**config.mk**
```make
export PLATFORM = sky130hd
export DESIGN_NAME = mem_arbiter
export DESIGN_NICKNAME = d
export VERILOG_FILES = /design/src/rtl/mem_arbiter.sv
export SDC_FILE = /design/constraint.sdc
export NUM_CORES = 1
export LEC_CHECK = 0
export CAP_MARGIN = 40
export CELL_PAD_IN_SITES_DETAIL_PLACEMENT = 1
export CELL_PAD_IN_SITES_GLOBAL_PLACEMENT = 1
export CORE_UTILIZATION = 30
export CTS_CLUSTER_DIAMETER = 150
export DETAILED_ROUTE_END_ITERATION = 8
export PLACE_DENSITY_LB_ADDON = 0.1
export SKIP_CTS_REPAIR_TIMING = 1
export SYNTH_ARGS = -nofsm -noshare
export SYNTH_HDL_FRONTEND = slang
export SYNTH_SLANG_ARGS = --single-unit
```
**constraint.sdc**
```tcl
create_clock -name clk -period 2 [get_ports clk]
set_input_delay 0.6 -clock clk [delete_from_list [all_inputs] [get_ports clk]]
set_output_delay 0.6 -clock clk [all_outputs]
set_load 0.1 [all_outputs]
```
**src/rtl/mem_arbiter.sv**
```systemverilog
// Two-port memory arbiter: fetch (IF) and data-memory (DM) requesters share one
// backend through a four-state IDLE/ISSUE/WAIT/RESP transaction engine.
module mem_arbiter #(
    parameter int unsigned TIMEOUT = 15
) (
    input  logic        clk,
    input  logic        rst,
    input  logic        if_req,
    input  logic [15:0] if_addr,
    output logic [15:0] if_rdata,
    output logic        if_done,
    output logic        if_err,
    output logic        if_stall,
    input  logic        dm_req,
    input  logic        dm_wr,
    input  logic [15:0] dm_addr,
    input  logic [15:0] dm_wdata,
    output logic [15:0] dm_rdata,
    output logic        dm_done,
    output logic        dm_err,
    output logic        dm_stall,
    output logic        mem_en,
    output logic        mem_wr,
    output logic [15:0] mem_addr,
    output logic [15:0] mem_wdata,
    input  logic [15:0] mem_rdata,
    input  logic        mem_done
);

    typedef enum logic [1:0] {
        IDLE,
        ISSUE,
        WAIT,
        RESP
    } state_e;

    localparam logic [7:0] CntLast = 8'(TIMEOUT - 1);

    state_e      state_q, state_d;
    logic        own_q, own_d;
    logic        last_q, last_d;
    logic        wr_q, wr_d;
    logic [15:0] addr_q, addr_d;
    logic [15:0] wdata_q, wdata_d;
    logic [7:0]  cnt_q, cnt_d;
    logic [15:0] if_rdata_q, if_rdata_d;
    logic [15:0] dm_rdata_q, dm_rdata_d;
    logic        if_done_q, if_done_d;
    logic        dm_done_q, dm_done_d;
    logic        if_err_q, if_err_d;
    logic        dm_err_q, dm_err_d;

    logic        if_pend, dm_pend;
    logic        gnt_if, gnt_dm;
    logic [15:0] sel_addr;

    // An owner whose err is pulsing still holds req this cycle; that request is finished.
    assign if_pend  = if_req & ~if_err_q;
    assign dm_pend  = dm_req & ~dm_err_q;
    assign gnt_dm   = dm_pend & (~if_pend | ~last_q);
    assign gnt_if   = if_pend & ~gnt_dm;
    assign sel_addr = gnt_dm ? dm_addr : if_addr;

    always_comb begin
        state_d    = state_q;
        own_d      = own_q;
        last_d     = last_q;
        wr_d       = wr_q;
        addr_d     = addr_q;
        wdata_d    = wdata_q;
        cnt_d      = cnt_q;
        if_rdata_d = if_rdata_q;
        dm_rdata_d = dm_rdata_q;
        if_done_d  = 1'b0;
        dm_done_d  = 1'b0;
        if_err_d   = 1'b0;
        dm_err_d   = 1'b0;
        unique case (state_q)
            IDLE: begin
                if (gnt_if | gnt_dm) begin
                    last_d = gnt_dm;
                    if (sel_addr[0]) begin
                        if_err_d = gnt_if;
                        dm_err_d = gnt_dm;
                    end else begin
                        own_d   = gnt_dm;
                        wr_d    = gnt_dm & dm_wr;
                        addr_d  = sel_addr;
                        wdata_d = gnt_dm ? dm_wdata : 16'h0000;
                        cnt_d   = 8'd0;
                        state_d = ISSUE;
                    end
                end
            end
            ISSUE, WAIT: begin
                if (mem_done) begin
                    state_d   = RESP;
                    if_done_d = ~own_q;
                    dm_done_d = own_q;
                    if (!own_q) begin
                        if_rdata_d = mem_rdata;
                    end else if (!wr_q) begin
                        dm_rdata_d = mem_rdata;
                    end
                end else if (state_q == ISSUE) begin
                    state_d = WAIT;
                end else begin
                    cnt_d = cnt_q + 8'd1;
                    if (cnt_q == CntLast) begin
                        state_d  = IDLE;
                        if_err_d = ~own_q;
                        dm_err_d = own_q;
                    end
                end
            end
            RESP: begin
                state_d = IDLE;
            end
        endcase
    end

    always_ff @(posedge clk or negedge rst) begin
        if (!rst) begin
            state_q    <= IDLE;
            own_q      <= 1'b0;
            last_q     <= 1'b0;
            wr_q       <= 1'b0;
            addr_q     <= 16'h0000;
            wdata_q    <= 16'h0000;
            cnt_q      <= 8'd0;
            if_rdata_q <= 16'h0000;
            dm_rdata_q <= 16'h0000;
            if_done_q  <= 1'b0;
            dm_done_q  <= 1'b0;
            if_err_q   <= 1'b0;
            dm_err_q   <= 1'b0;
        end else begin
            state_q    <= state_d;
            own_q      <= own_d;
            last_q     <= last_d;
            wr_q       <= wr_d;
            addr_q     <= addr_d;
            wdata_q    <= wdata_d;
            cnt_q      <= cnt_d;
            if_rdata_q <= if_rdata_d;
            dm_rdata_q <= dm_rdata_d;
            if_done_q  <= if_done_d;
            dm_done_q  <= dm_done_d;
            if_err_q   <= if_err_d;
            dm_err_q   <= dm_err_d;
        end
    end

    assign mem_en    = (state_q == ISSUE);
    assign mem_wr    = wr_q;
    assign mem_addr  = addr_q;
    assign mem_wdata = wdata_q;
    assign if_rdata  = if_rdata_q;
    assign dm_rdata  = dm_rdata_q;
    assign if_done   = if_done_q;
    assign dm_done   = dm_done_q;
    assign if_err    = if_err_q;
    assign dm_err    = dm_err_q;
    assign if_stall  = if_req & ~if_done_q & ~if_err_q;
    assign dm_stall  = dm_req & ~dm_done_q & ~dm_err_q;

endmodule

```
# Word-level counts from Yosys, hierarchy flattened
# Cells that the tools add are included.
# word_totals
inputBits,70
register_bits,80
word_cells,82
output_inout_bits,72
# op_classes
mux,29
bitwise,21
add_sub_neg,1
reduce_logical,9
n_eq_ne,9
# ops
operator,n
two-way mux 16 bit,2
two-way mux 8 bit,4
case mux 8 bit (2 select lines),1
two-way mux 1 bit,14
two-way mux 2 bit,5
NOT 1 bit,10
AND 1 bit,9
AND reduction 3 bit,3
adder 8 x 1 -> 8 bit (second input constant),1
equality test 8 x 4 -> 1 bit (second input constant),1
inequality test 2 bit (second input constant),4
case mux 2 bit (3 select lines),1
AND reduction 5 bit,1
equality test 2 bit (second input constant),2
inequality test 4 bit (second input constant),1
case mux 1 bit (2 select lines),2
AND reduction 4 bit,1
equality test 2 x 1 -> 1 bit (second input constant),1
logical NOT 2 bit,1
bitwise OR 1 bit,2
AND reduction 2 bit,1
nonzero test 2 bit,1
OR reduction 2 bit,1

# Depth between registers and ports, before layout
# depth
word_depth,10
ltp_mapped,8
depth_no_buf,6

# Worst setup path after synthesis
# OpenSTA, ideal clock, no wires.
# synth_timing
kind,reg-to-output
start,register if_err_q (netlist: if_err)
end,output if_stall
setup_slack_ns,-1.012
arrival_ns,2.412
path_stages_with_launch,3
path_cell_list,dfrtp_1 > nor2b_1 > nor2b_1
# synth_between
elab_chain_len,2
# synth_rtl
element,line,rtl
start: declaration,50,"logic if_err_q, if_err_d;"
start signal: assignment,149,if_err_q <= if_err_d;
NOT 1 bit,164,assign if_stall = if_req & ~if_done_q & ~if_err_q;
AND 1 bit,164,
end: declaration,13,"output logic if_stall,"
# Every way passes these cells.

# Final worst setup path
# layout_timing
start,register cnt_q[0]
end,register state_q[0]
# layout_between
elab_chain_len,3
# layout_rtl
element,line,rtl
start: declaration,45,"logic [7:0] cnt_q, cnt_d;"
start signal: assignment,144,cnt_q <= cnt_d;
equality test 8 x 4 -> 1 bit,109,if (cnt_q == CntLast) begin
inequality test 4 bit (no line),--,
AND reduction 3 bit (no line),--,
end signal: assignment,138,state_q <= state_d;
end: declaration,39,"state_e state_q, state_d;"
# Every way passes these cells.
# A chain may end at the register's enable or synchronous reset.

==> results by group <==
Status
  – Outcome: finished with violations
  – Failing checks: negative setup slack

Route
  – Routed wire per std cell: 18.4 um
  – DRC: 0
  – Initial detailed-routing violation count: 79
  – Vias per cell: 4.95
  – 1st-pass router iterations: 4
  – Via count: 2941
  – ANT nets after route: 0
  – Final wirelength: 10900 um

Synthesis
  – Synth Area per Inst: 12.5 um^2
  – Top cells by area, synth: dfrtp_1 57%, mux2_2 11%, mux2i_1 4.3%, a22o_1 4.2%, a31oi_1 3.4%
  – Yosys cell types: 44
  – Synth top area share: 0.568
  – Most used DFF post-synth: dfrtp_1
  – Syn nets: 357
  – Async set-reset flop share out of synthesis: 1.00
  – Mapped cell area: 3530 um^2
  – Syn Inst Count: 282
  – Number of synthesized flops with an enable pin: 0
  – Yosys warning count: 0
  – Seq cells post-synth: 80
  – Cell accounting for the most synthesized area: dfrtp_1
  – Register area share after synthesis: 0.568

Timing
  – Final slew viol count: 0
  – Final setup vio count: 2
  – FMAX: 478 MHz
  – Worst Setup Slack, final: -0.0908 ns
  – Minimum clock period: 2.09 ns
  – RSZ-0062 raised after global routing: true
  – Count of final hold-check violations: 0
  – Setup TNS: -0.101 ns
  – Final Skew: 0.00573 ns
  – Tcrit/Tclk final: 1.05

Global routing
  – Vias in the first global route: 3284
  – Grt total ovfl: 0
  – First-pass GRT wire length: 17800 um
  – Largest net degree at the start of global routing: 31
  – Global-route usage over all layers: 0.187
  – Initial antenna violation count: 0

Clocking
  – CTS tree: done
  – Root buffer cell: clkbuf_16
  – Num CTS Buffers: 9
  – Reg clk slew, reported paths: 0.06 ns
  – Worst-Skew Late Latency: 0.34 ns
  – H-Tree Depth: 3
  – CTS max path bufs: 2
  – Clock sink total: 80

Placed design
  – GP Congestion: 0.778
  – DP Worst Slack: -0.536 ns
  – HPWL after DPL: 7900 um
  – I/O Buffers: 140

Job
  – Max cap viols: 0

Worst setup path
  – Cells on worst reg2reg path: 6
  – Reg2reg end: state_q[0]$_DFFE_PN0P_
  – Slowest-stage cell, CP: or4b_4
  – R2R setup slack: -0.09 ns
  – CP Launch Type: flop
  – CP max stage delay: 0.45 ns
  – Crit-path max FO: 4
  – Crit-path cells: inv_1 > ha_1 > or4b_4 > or3_4 > a31oi_4 > mux2_4
  – Crit Path Class: reg2reg
  – Worst setup EP type: flop
  – Worst EP required: 2.23 ns
  – Crit. Startpoint: cnt_q[0]$_DFFE_PN0P_
  – Crit path capture: state_q[0]$_DFFE_PN0P_
  – RR Startpoint: cnt_q[0]$_DFFE_PN0P_
  – CP arrival: 2.32 ns

Cells and area
  – Layout cell share with drive strength beyond 1: 0.388
  – Area growth, synth to finish: 83.8%
  – Sequential Area: 2010 um^2
  – Multi-input logic area: 1520 um^2
  – Nets: 522
  – Antenna Cells: 0
  – Filler cells: 1127

Die
  – Initial Utilization: 0.309
  – Row count: 39
  – Core Region: 11400 um^2
  – Die ar.: 12200 um^2
  – Ports: 142
  – Die height: 110 um
  – DIE WIDTH: 110 um

Min path
  – Worst min path class: in2async
==> flip-flops by register name (all words and copies together), names as in the netlist <==
| name | cells |
|---|---|
| dm_rdata | 16 |
| if_rdata | 16 |
| mem_wdata | 16 |
| mem_addr | 15 |
| cnt_q | 8 |
| state_q | 2 |
| dm_done | 1 |
| dm_err | 1 |
| if_done | 1 |
| if_err | 1 |
| last_q | 1 |
| mem_wr | 1 |
| own_q | 1 |
==> worst max-delay path, delay by kind of cell (launching register included) <==
kind | cells | cell delay, ns
flops | 1 | 0.38
simple gates | 2 | 0.87
fa+ha+maj | 1 | 0.15
mux | 1 | 0.32
buf+inv | 1 | 0.06
compound gates | 1 | 0.20
==> layout make-up <==
cell class / count / area share
tap: 143 / 0.0276
sequential: 80 / 0.310
inverter: 6 / 0.00348
multi-input combinational: 180 / 0.234
clock buffer: 10 / 0.0369
timing repair buffer: 170 / 0.375
clock inverter: 5 / 0.0126
==> cell usage after synthesis, types with 2 or more instances <==
cell type  count
clkbuf_1       6
dfrtp_1       80
o2bb2ai_1      2
mux2i_1       15
buf_4          3
a21o_1         2
inv_1          6
mux2_2        33
ha_1           5
nand2b_1       6
nand3_1       11
o31ai_1        4
buf_2          5
o21ai_0        7
a31oi_1       19
nand2_1        8
o311ai_0       2
or3_1          2
a21oi_1       18
nor2b_1        5
nor2_1         4
a22o_1        17
==> layout by cell type, fill, tap and decap left out, types with 2 or more instances in the layout <==
master / n
nand3_1: 11
buf_12: 78
inv_1: 6
a21oi_1: 16
o21ai_0: 6
dlymetal6s2s_1: 4
bufinv_16: 2
mux2_2: 32
ha_1: 4
a22o_1: 17
a21o_1: 2
or3_1: 2
nand2b_1: 5
nor2b_4: 2
dfrtp_1: 77
mux2i_1: 15
or3b_4: 2
nand2_1: 8
o31ai_2: 2
clkbuf_16: 9
o2bb2ai_1: 2
clkdlybuf4s50_1: 64
nor2b_1: 3
buf_4: 24
a31oi_1: 18
nor2_1: 3
dfrtp_4: 2
a21oi_2: 2
==> cell families after synthesis <==
kind of cell    after synthesis  share of synthesized area
flops                        80                      0.568
compound gates               76                      0.150
simple gates                 50                     0.0848
mux                          48                      0.148
buf+inv                      22                     0.0305
fa+ha+maj                     5                     0.0177
other cells                   1                    0.00106
==> per-layer routing <==
metal  routed length (um)  global-route usage
met4                  198              0.0667
met2                 5540               0.307
met5                    0                   0
met3                  899              0.0818
met1                 4270               0.216
==> how the worst min path moves through the flow <==
| stage | startpoint | end | slack, ns | cells after the start |
|---|---|---|---|---|
| floorplan | rst | cnt_q[0]$_DFFE_PN0P_ | 0.30 | 0 |
| global placement | cnt_q[7]$_DFFE_PN0P_ | cnt_q[7]$_DFFE_PN0P_ | 0.46 | 1 |
| detailed placement | cnt_q[7]$_DFFE_PN0P_ | cnt_q[7]$_DFFE_PN0P_ | 0.48 | 1 |
| CTS | rst | cnt_q[2]$_DFFE_PN0P_ | 0.21 | 1 |
| global route | rst | cnt_q[2]$_DFFE_PN0P_ | 0.21 | 1 |
| finish | rst | cnt_q[2]$_DFFE_PN0P_ | 0.19 | 1 |
==> stage by stage <==
| step | util | hold slack [ns] | area (um^2) | cells |
|---|---|---|---|---|
| final | 0.567 | 0.185 | 6480 | 594 |
| after global routing | 0.567 | 0.210 | 6480 | 594 |
| after CTS | 0.560 | 0.207 | 6390 | 594 |
| after detailed placement | 0.532 | 0.481 | 6070 | 579 |
| after global placement | 0.532 | 0.463 | 6070 | 579 |
| after floorplan | - | 0.304 | 3560 | 282 |
Power is not shown: default switching activity piles up to over one toggle a cycle in this logic, so the estimate is an artifact.
